File: src/rtl/rsa_mont_const.sv
`timescale 1ns/1ps
// ---------------------------------------------------------------------------
// rsa_mont_const
//
// Montgomery constant generator: computes const_out = 2^(2*WIDTH) mod p
// (R^2 mod P with R = 2^WIDTH) by 2*WIDTH shift-and-conditional-subtract
// steps starting from r = 1. Sits between the P register and the RSA unit's
// Const input.
//
// Ports:
//   clk        rising-edge clock
//   rst        synchronous, active-high reset
//   ena        clock enable; when low every register holds (a pending done too)
//   start      request; sampled only in IDLE with ena=1
//   p          modulus, sampled on the accepting edge
//   busy       computation in progress
//   done       one-enabled-cycle completion strobe (success or error)
//   err        last request had an even modulus or a modulus <= 1
//   const_out  R^2 mod p, meaningful only while valid=1
//   valid      const_out holds the result for the last accepted p
//
// Request protocol: start is a level sampled on an enabled edge while the FSM
// is idle; there is no ready, and starts seen while busy (including the
// completing edge) are dropped, not queued. done pulses for one enabled cycle;
// consumers qualify it with ena. A new start may be issued in the done cycle.
// ---------------------------------------------------------------------------
module rsa_mont_const #(
    parameter int WIDTH = 8
) (
    input  logic             clk,
    input  logic             rst,
    input  logic             ena,
    input  logic             start,
    input  logic [WIDTH-1:0] p,
    output logic             busy,
    output logic             done,
    output logic             err,
    output logic [WIDTH-1:0] const_out,
    output logic             valid
);

    localparam int ITERS = 2 * WIDTH;
    localparam int CW    = (ITERS > 1) ? $clog2(ITERS) : 1;
    localparam logic [CW-1:0] LAST = CW'(ITERS - 1);

    typedef enum logic {
        IDLE = 1'b0,
        ITER = 1'b1
    } state_t;

    state_t           state;
    logic [WIDTH-1:0] p_q;
    logic [WIDTH-1:0] r;
    logic [CW-1:0]    cnt;
    // An invalid modulus is reported one edge after it is seen, so the error
    // done lands in the cycle after edge k+1 while the FSM stays idle.
    logic             bad_pend;

    logic             p_ok;
    logic [WIDTH:0]   t;
    logic [WIDTH:0]   p_ext;
    logic [WIDTH:0]   r_step;

    // Odd and not 1 is the same as odd and >= 3.
    assign p_ok = p[0] && (p != WIDTH'(1));

    // r < p_q always holds, so 2r < 2*p_q and a single subtraction keeps the
    // result below p_q; t needs one extra bit to hold 2r.
    always_comb begin
        t      = {r, 1'b0};
        p_ext  = {1'b0, p_q};
        r_step = t;
        if (t >= p_ext) begin
            r_step = t - p_ext;
        end
    end

    always_ff @(posedge clk) begin
        if (rst) begin
            state     <= IDLE;
            p_q       <= '0;
            r         <= '0;
            cnt       <= '0;
            bad_pend  <= 1'b0;
            busy      <= 1'b0;
            done      <= 1'b0;
            err       <= 1'b0;
            valid     <= 1'b0;
            const_out <= '0;
        end else if (ena) begin
            done <= 1'b0;
            case (state)
                IDLE: begin
                    if (bad_pend) begin
                        bad_pend  <= 1'b0;
                        done      <= 1'b1;
                        err       <= 1'b1;
                        valid     <= 1'b0;
                        const_out <= '0;
                    end else if (start) begin
                        if (p_ok) begin
                            p_q   <= p;
                            r     <= WIDTH'(1);
                            cnt   <= '0;
                            valid <= 1'b0;
                            err   <= 1'b0;
                            busy  <= 1'b1;
                            state <= ITER;
                        end else begin
                            bad_pend <= 1'b1;
                        end
                    end
                end
                ITER: begin
                    r   <= r_step[WIDTH-1:0];
                    cnt <= cnt + 1'b1;
                    if (cnt == LAST) begin
                        const_out <= r_step[WIDTH-1:0];
                        valid     <= 1'b1;
                        done      <= 1'b1;
                        err       <= 1'b0;
                        busy      <= 1'b0;
                        cnt       <= '0;
                        state     <= IDLE;
                    end
                end
                default: state <= IDLE;
            endcase
        end
    end

endmodule

File: config.mk
export PLATFORM = sky130hd
export DESIGN_NAME = rsa_mont_const
export DESIGN_NICKNAME = d
export VERILOG_FILES = /design/src/rtl/rsa_mont_const.sv
export SDC_FILE = /design/constraint.sdc
export NUM_CORES = 1
export LEC_CHECK = 0
export CAP_MARGIN = 20
export CORE_MARGIN = 5
export CORE_UTILIZATION = 55
export DETAILED_ROUTE_END_ITERATION = 10
export GPL_ROUTABILITY_DRIVEN = 0
export PLACE_DENSITY_LB_ADDON = 0.15
export SETUP_SLACK_MARGIN = 0.4
export SYNTH_ARGS = -nofsm -noshare
export SYNTH_HDL_FRONTEND = slang
export SYNTH_SLANG_ARGS = --single-unit
File: constraint.sdc
create_clock -name clk -period 3.8 [get_ports clk]
set_clock_uncertainty 0.1 [all_clocks]
set_input_delay 0.95 -clock clk [delete_from_list [all_inputs] [get_ports clk]]
set_output_delay 0.95 -clock clk [all_outputs]
set_load 0.05 [all_outputs]
==> results.ini, run 1 <==
[final_layout]
fill_cells=296
drive_gt1_frac=0.07317
final_common_cell=dfxtp_1
mostFrequentLayoutCells=dfxtp_1 (34), clkdlybuf4s50_1 (23), nand2_1 (19), nor2_1 (18), a21oi_1 (18)
antennaDiodeCount=0
syn2layout_area_growth_pct=18.89
nets=267

[power]
power.density_nw_per_um2=347.1
ir_worst_vdd_uv=213.8
power_frac_seq=0.494
p_int_uw=516.4
p_comb_frac=0.219
pwr-share-clk=0.286
leakagePower_nw=0.8233
switchingPower_uw=238.1
netSwitchingFraction=0.3156
p_total_uw=754.4

[run]
drv_cap=0

[critical_path]
crit_slowest_cell=clkdlybuf4s50_1
crit_family=buffers and inverters
cp_num_buf_inv=2
endpoint_kind=flop
path_max_fanout=11
critPathKind=in -> reg
worstPathRequired_ns=3.93
critical_path.max_stage_delay_ns=0.71
cp.arrival_ns=2.75
crit_path_start_kind=input port
path_cells=clkdlybuf4s50_1, inv_1, nor4_1, nand2_2, mux2i_1, nor2_1

[route]
wirelength_um=4060
antenna_left=0
vias_per_cell=5.695
dr.first_iter.drc_count=129
vias=1663
drtPass1Iterations=4
drc_errors=0
route.detailed.wl_per_inst_um=13.90

[hold_path]
hp-class=reg -> reg

[placement]
io_buffers=23
hpwl_um=3078

[grt]
grt_pass1_wl_um=6996
grt_overflow=0
grt_max_degree=23
grt_pass1_vias=1588
antenna_found_initial=0
globalRouteTotalUtil=0.2050

[synth]
syn_area_um2=1828
yosysUniqueCellTypes=44
synth_seq_area_share=0.3723
yosys_warnings=0
ys_ff_latch=34
synth_area_per_cell_um2=8.385
netlist_instances=218
synth_edf_count=0
synth_nets=240
synth-async-reset-ratio=0
synth_flop_cell=dfxtp_1

[clocking]
cts_made_buffers=5
root_buffer=clkbuf_4
clk_latency_ns=0.33
cts_resized=0
cts_tree=yes
htreeDepth=2
cts_sinks=34
cts_setup_buffers=0
max-clock-path-buffers=2
clkTransAtPathRegs_ns=0.11
cts_hold_buffers=0

[timing]
worst_slew_margin_rel=0.5729
rsz0062_at_grt=no
finalHoldViolations=0
post-route-min-period_ns=2.622
drv_slew=0
fin_crit_sh=0.6901
clock.fmax_mhz=381.3
finalSetupViolCount=0
fin_setup_tns_ns=0
worst_pin_slew_ns=0.6395

[floorplanning]
die_y_um=67.65
pin_count=24
dieWidth_um=67.65
die-area_um2=4577
num_rows=21
start_util=0.5566
core_area_um2=3284

[outcome]
status=complete, no violations

## path summary, 6_finish.rpt
path | start | to | slack (ns) | depth (start not counted)
worst max register to register | p_q[6] | r[1] | 1.51 | 6
worst min-delay path | const_out[4] | const_out[4] | 0.36 | 2
worst max-delay path | ena | p_q[4] | 1.18 | 6
worst min register to register | const_out[4] | const_out[4] | 0.36 | 2
## state kept, by name (all words and copies together) (netlist names)
name,count
const_out,8
p_q,8
cnt,4
busy,1
bad_pend,1
valid,1
r,8
err,1
done,1
state,1
## final cells by class
cell class | instances | area [um2] | share of cell area
multi-input cells | 166 | 1077 | 0.4957
repair buffers | 25 | 245.2 | 0.1128
clock buffers | 6 | 51.30 | 0.02360
clock inverters | 2 | 12.51 | 0.005757
inverters | 13 | 48.80 | 0.02245
flip-flops and latches | 34 | 680.7 | 0.3132
well taps | 46 | 57.56 | 0.02648
## layer usage
| metal | up-vias | global-route usage | wire length (um) |
|---|---|---|---|
| met5 | - | 0 | 0 |
| met4 | 0 | 0.07595 | 71 |
| met3 | 7 | 0.05158 | 143 |
| met2 | 31 | 0.3475 | 1979 |
| met1 | 761 | 0.2477 | 1866 |
| li1 | 864 | - | - |
## per-stage QoR
step	area [um2]	instances	worst slack (ns)	hold WS [ns]	util
global placement	2110	284	0.8637	0.3389	0.6423
global route	2173	292	0.9369	0.3845	0.6617
detailed placement	2110	284	0.8282	0.3438	0.6423
floorplan	1828	218	1.550	0.3363	-
finish	2173	292	1.178	0.3594	0.6617
CTS	2173	292	1.168	0.3618	0.6617
## worst reg2reg max path: stages (launching register included)
cell,delay [ns]
dfxtp_1,0.38
inv_1,0.06
ha_1,0.37
a21o_1,0.22
a211oi_2,0.59
nand3_1,0.20
a32o_1,0.28
## Yosys cell counts (5+ instances only)
cell type | n | area, um2
dfxtp_1 | 34 | 680.7
nand2_1 | 19 | 71.32
a21oi_1 | 18 | 90.09
nor2_1 | 18 | 67.56
o21ai_0 | 16 | 80.08
inv_1 | 13 | 48.80
ha_1 | 9 | 112.6
nand3_1 | 9 | 45.04
and2_1 | 6 | 37.54
mux2i_1 | 5 | 50.05
o211ai_1 | 5 | 37.54
## cell families (layout without fill, tap and decap cells)
logic type | Yosys count | after routing | share of synthesized area
buf+inv | 18 | 46 | 0.03833
simple gates | 77 | 77 | 0.2081
flops | 34 | 34 | 0.3723
fa+ha+maj | 10 | 10 | 0.07255
xor+xnor | 3 | 3 | 0.01438
compound gates | 71 | 71 | 0.2669
mux | 5 | 5 | 0.02738
## power groups by stage
stage / Clock [mW] / Combinational (mW) / Sequential (mW)
detailed placement: 0 / 0.164 / 0.381
global placement: 0 / 0.164 / 0.381
global route: 0.240 / 0.185 / 0.375
floorplan: 0 / 0.117 / 0.382
CTS: 0.223 / 0.165 / 0.373
finish: 0.216 / 0.165 / 0.373
(Power assumes the default switching activity.)
==> run 2: changes to the inputs <==
Settings changed: CORE_UTILIZATION 55 to 54.
Clock period 3.8 ns to 2.6 ns, I/O delays scaled along.
==> run 2 against run 1 <==
Sequential power grew 46%. Clock power is 130% higher. Combinational power is 84% higher. Setup slack got worse by 0.71 ns. Total power grew 79%. Non-clock buffer count rose by 10. Clock-buffer cell count down 1. Wire length grew 11%. Via count up 6.1%. Critical path depth up 1. Critical endpoint is now r[2]. Highest routed layer unchanged.
==> results.ini, run 2 (same netlist as run 1, synthesis figures left out) <==
[clocking]
root_buffer=clkbuf_4
max-clock-path-buffers=2  ; unchanged
clkTransAtPathRegs_ns=0.12  ; about the same
cts_tree=yes
clk_latency_ns=0.34  ; about the same
htreeDepth=2  ; unchanged
cts_made_buffers=5  ; unchanged
cts_hold_buffers=0  ; unchanged
cts_sinks=34  ; unchanged

[timing]
finalSetupViolCount=0  ; unchanged
fin_crit_sh=0.8197
clock.fmax_mhz=469.2
rsz0062_at_grt=yes
finalHoldViolations=0  ; unchanged
fin_setup_tns_ns=0  ; unchanged
post-route-min-period_ns=2.131
worst_pin_slew_ns=0.5841  ; -0.05546 ns
worst_slew_margin_rel=0.6092  ; +0.03632
drv_slew=0  ; unchanged

[power]
pwr-share-clk=0.370  ; +0.084
leakagePower_nw=1.011  ; +23%
p_int_uw=959.9  ; +86%
power.density_nw_per_um2=563.9  ; +62%
netSwitchingFraction=0.2884  ; -0.02714
p_comb_frac=0.226  ; +0.007
power_frac_seq=0.405  ; -0.089
ir_worst_vdd_uv=481.7  ; +130%
p_total_mw=1.349  ; +79%
switchingPower_uw=389.0  ; +63%

[critical_path]
crit_end=r[2]
crit_family=compound AO/OA/AOI/OAI gates
crit_path_start_kind=flop
path_max_fanout=5  ; -6
crit_slowest_cell=dfxtp_4
cp.arrival_ns=2.28  ; -0.47 ns
critical_path.max_stage_delay_ns=0.38  ; -0.33 ns
cp_num_buf_inv=1  ; -1
path_cells=inv_1, ha_1, nor2b_1, o21ai_2, a31oi_4, or3_4, a32o_1
endpoint_kind=flop
rr_worst_depth=7  ; +1
critPathKind=reg -> reg
worstPathRequired_ns=2.75  ; -1.18 ns
path_depth=7  ; +1
timing.rr.end=r[2]
regToRegSetupSlack_ns=0.47  ; -1.04 ns
timing.rr.start=p_q[1]
critical_path.startpoint=p_q[1]

[hold_path]
whs_path_depth=2  ; unchanged
hold_start=p_q[2]
hp-class=reg -> reg

[route]
vias_per_cell=5.825  ; +2.3%
vias=1765  ; +6.1%
wirelength_um=4510  ; +11%
antenna_left=0  ; unchanged
route.detailed.wl_per_inst_um=14.88  ; +7.1%
dr.first_iter.drc_count=165  ; +28%
drc_errors=0  ; unchanged
drtPass1Iterations=4  ; unchanged

[placement]
io_buffers=23  ; unchanged
hpwl_um=3277  ; +6.5%

[final_layout]
nets=278  ; +4.1%
syn2layout_area_growth_pct=30.87
mostFrequentLayoutCells=dfxtp_1 (33), nand2_1 (18), nor2_1 (18), a21oi_1 (18), o21ai_0 (16)
final_common_cell=dfxtp_1
reg_top3=const_out: 8 flops, p_q: 8 flops, r: 8 flops
drive_gt1_frac=0.1556  ; +0.08247
antennaDiodeCount=0  ; unchanged

[grt]
grt_pass1_vias=1627  ; +2.5%
grt_max_degree=17  ; -26%
grt_pass1_wl_um=7493  ; +7.1%
antenna_found_initial=0  ; unchanged
grt_overflow=0  ; unchanged
globalRouteTotalUtil=0.2113  ; +0.006335

[floorplanning]
die_y_um=68.18  ; +0.78%
core_area_um2=3311  ; +0.80%
start_util=0.5522  ; -0.004417
dieWidth_um=68.18  ; +0.78%
die-area_um2=4649  ; +1.6%
pin_count=24  ; unchanged
num_rows=21  ; unchanged

[run]
drv_cap=0  ; unchanged

[outcome]
status=complete, no violations

==> run 2: changes by cell type in the layout (fill, tap and decap cells not counted), moves of 2 or more <==
cell,delta
dlymetal6s2s_1,+4
clkdlybuf4s50_1,-16
bufinv_16,+2
dlygate4sd2_1,+12
buf_4,+10
o21ai_2,+2
o21ai_1,-2
==> run 2: area by class of cell <==
class / instances / area [um2]
clock buffers: 5 / 37.54
clock inverters: 3 / 68.82
fillers: 284 / 918.4
inverters: 13 / 48.80
multi-input cells: 167 / 1180
flip-flops and latches: 34 / 684.4
well taps: 46 / 57.56
repair buffers: 35 / 315.3
==> run 2: timing repair <==
| action | in CTS | in global routing |
|---|---|---|
| setup endpoints to repair | 25 | 17 |
| buffers inserted | 0 | 3 |
| gates cloned | 0 | 1 |
| pin swaps | 0 | 4 |
| resized for setup | 16 | 17 |
==> run 2: worst min path at each step <==
| stage | endpoint | slack [ns] |
|---|---|---|
| finish | p_q[2] | 0.36 |
| global route | p_q[2] | 0.38 |
| CTS | p_q[2] | 0.36 |
| detailed placement | p_q[2] | 0.35 |
| global placement | const_out[0] | 0.34 |
| floorplan | p_q[2] | 0.34 |
==> run 2: power groups by stage <==
stage | registers (mW) | logic, mW | clock network (mW)
final | 0.546 | 0.304 | 0.499
after floorplan | 0.558 | 0.171 | 0
after global placement | 0.557 | 0.248 | 0
after global routing | 0.548 | 0.333 | 0.520
after detailed placement | 0.557 | 0.249 | 0
after CTS | 0.546 | 0.260 | 0.502
==> run 2: worst register-to-register path, delay by kind of cell (launching register included) <==
family	cells	cell delay (ns)
buf+inv	1	0.04
simple gates	2	0.52
compound gates	3	0.71
fa+ha+maj	1	0.29
flops	1	0.38
==> run 2: metal layers <==
| metal | wire length [um] | GRT usage | up-vias |
|---|---|---|---|
| li1 | - | - | 883 |
| met1 | 2058 | 0.2752 | 837 |
| met2 | 2257 | 0.3526 | 40 |
| met3 | 152 | 0.04105 | 5 |
| met4 | 42 | 0.06203 | 0 |
| met5 | 0 | 0 | - |
==> run 2: through the flow <==
| stage | cell area [um2] | hold slack (ns) | worst slack, ns | util | instances |
|---|---|---|---|---|---|
| 2_1_floorplan | 1828 | 0.3363 | 0.5309 | - | 218 |
| 3_3_place_gp | 2162 | 0.3374 | 0.07171 | 0.6531 | 291 |
| 3_5_place_dp | 2162 | 0.3467 | 0.03128 | 0.6531 | 291 |
| 4_1_cts | 2285 | 0.3628 | 0.4070 | 0.6901 | 299 |
| 5_1_grt | 2392 | 0.3772 | 0.3789 | 0.7226 | 303 |
| 6_report | 2392 | 0.3650 | 0.4687 | 0.7226 | 303 |
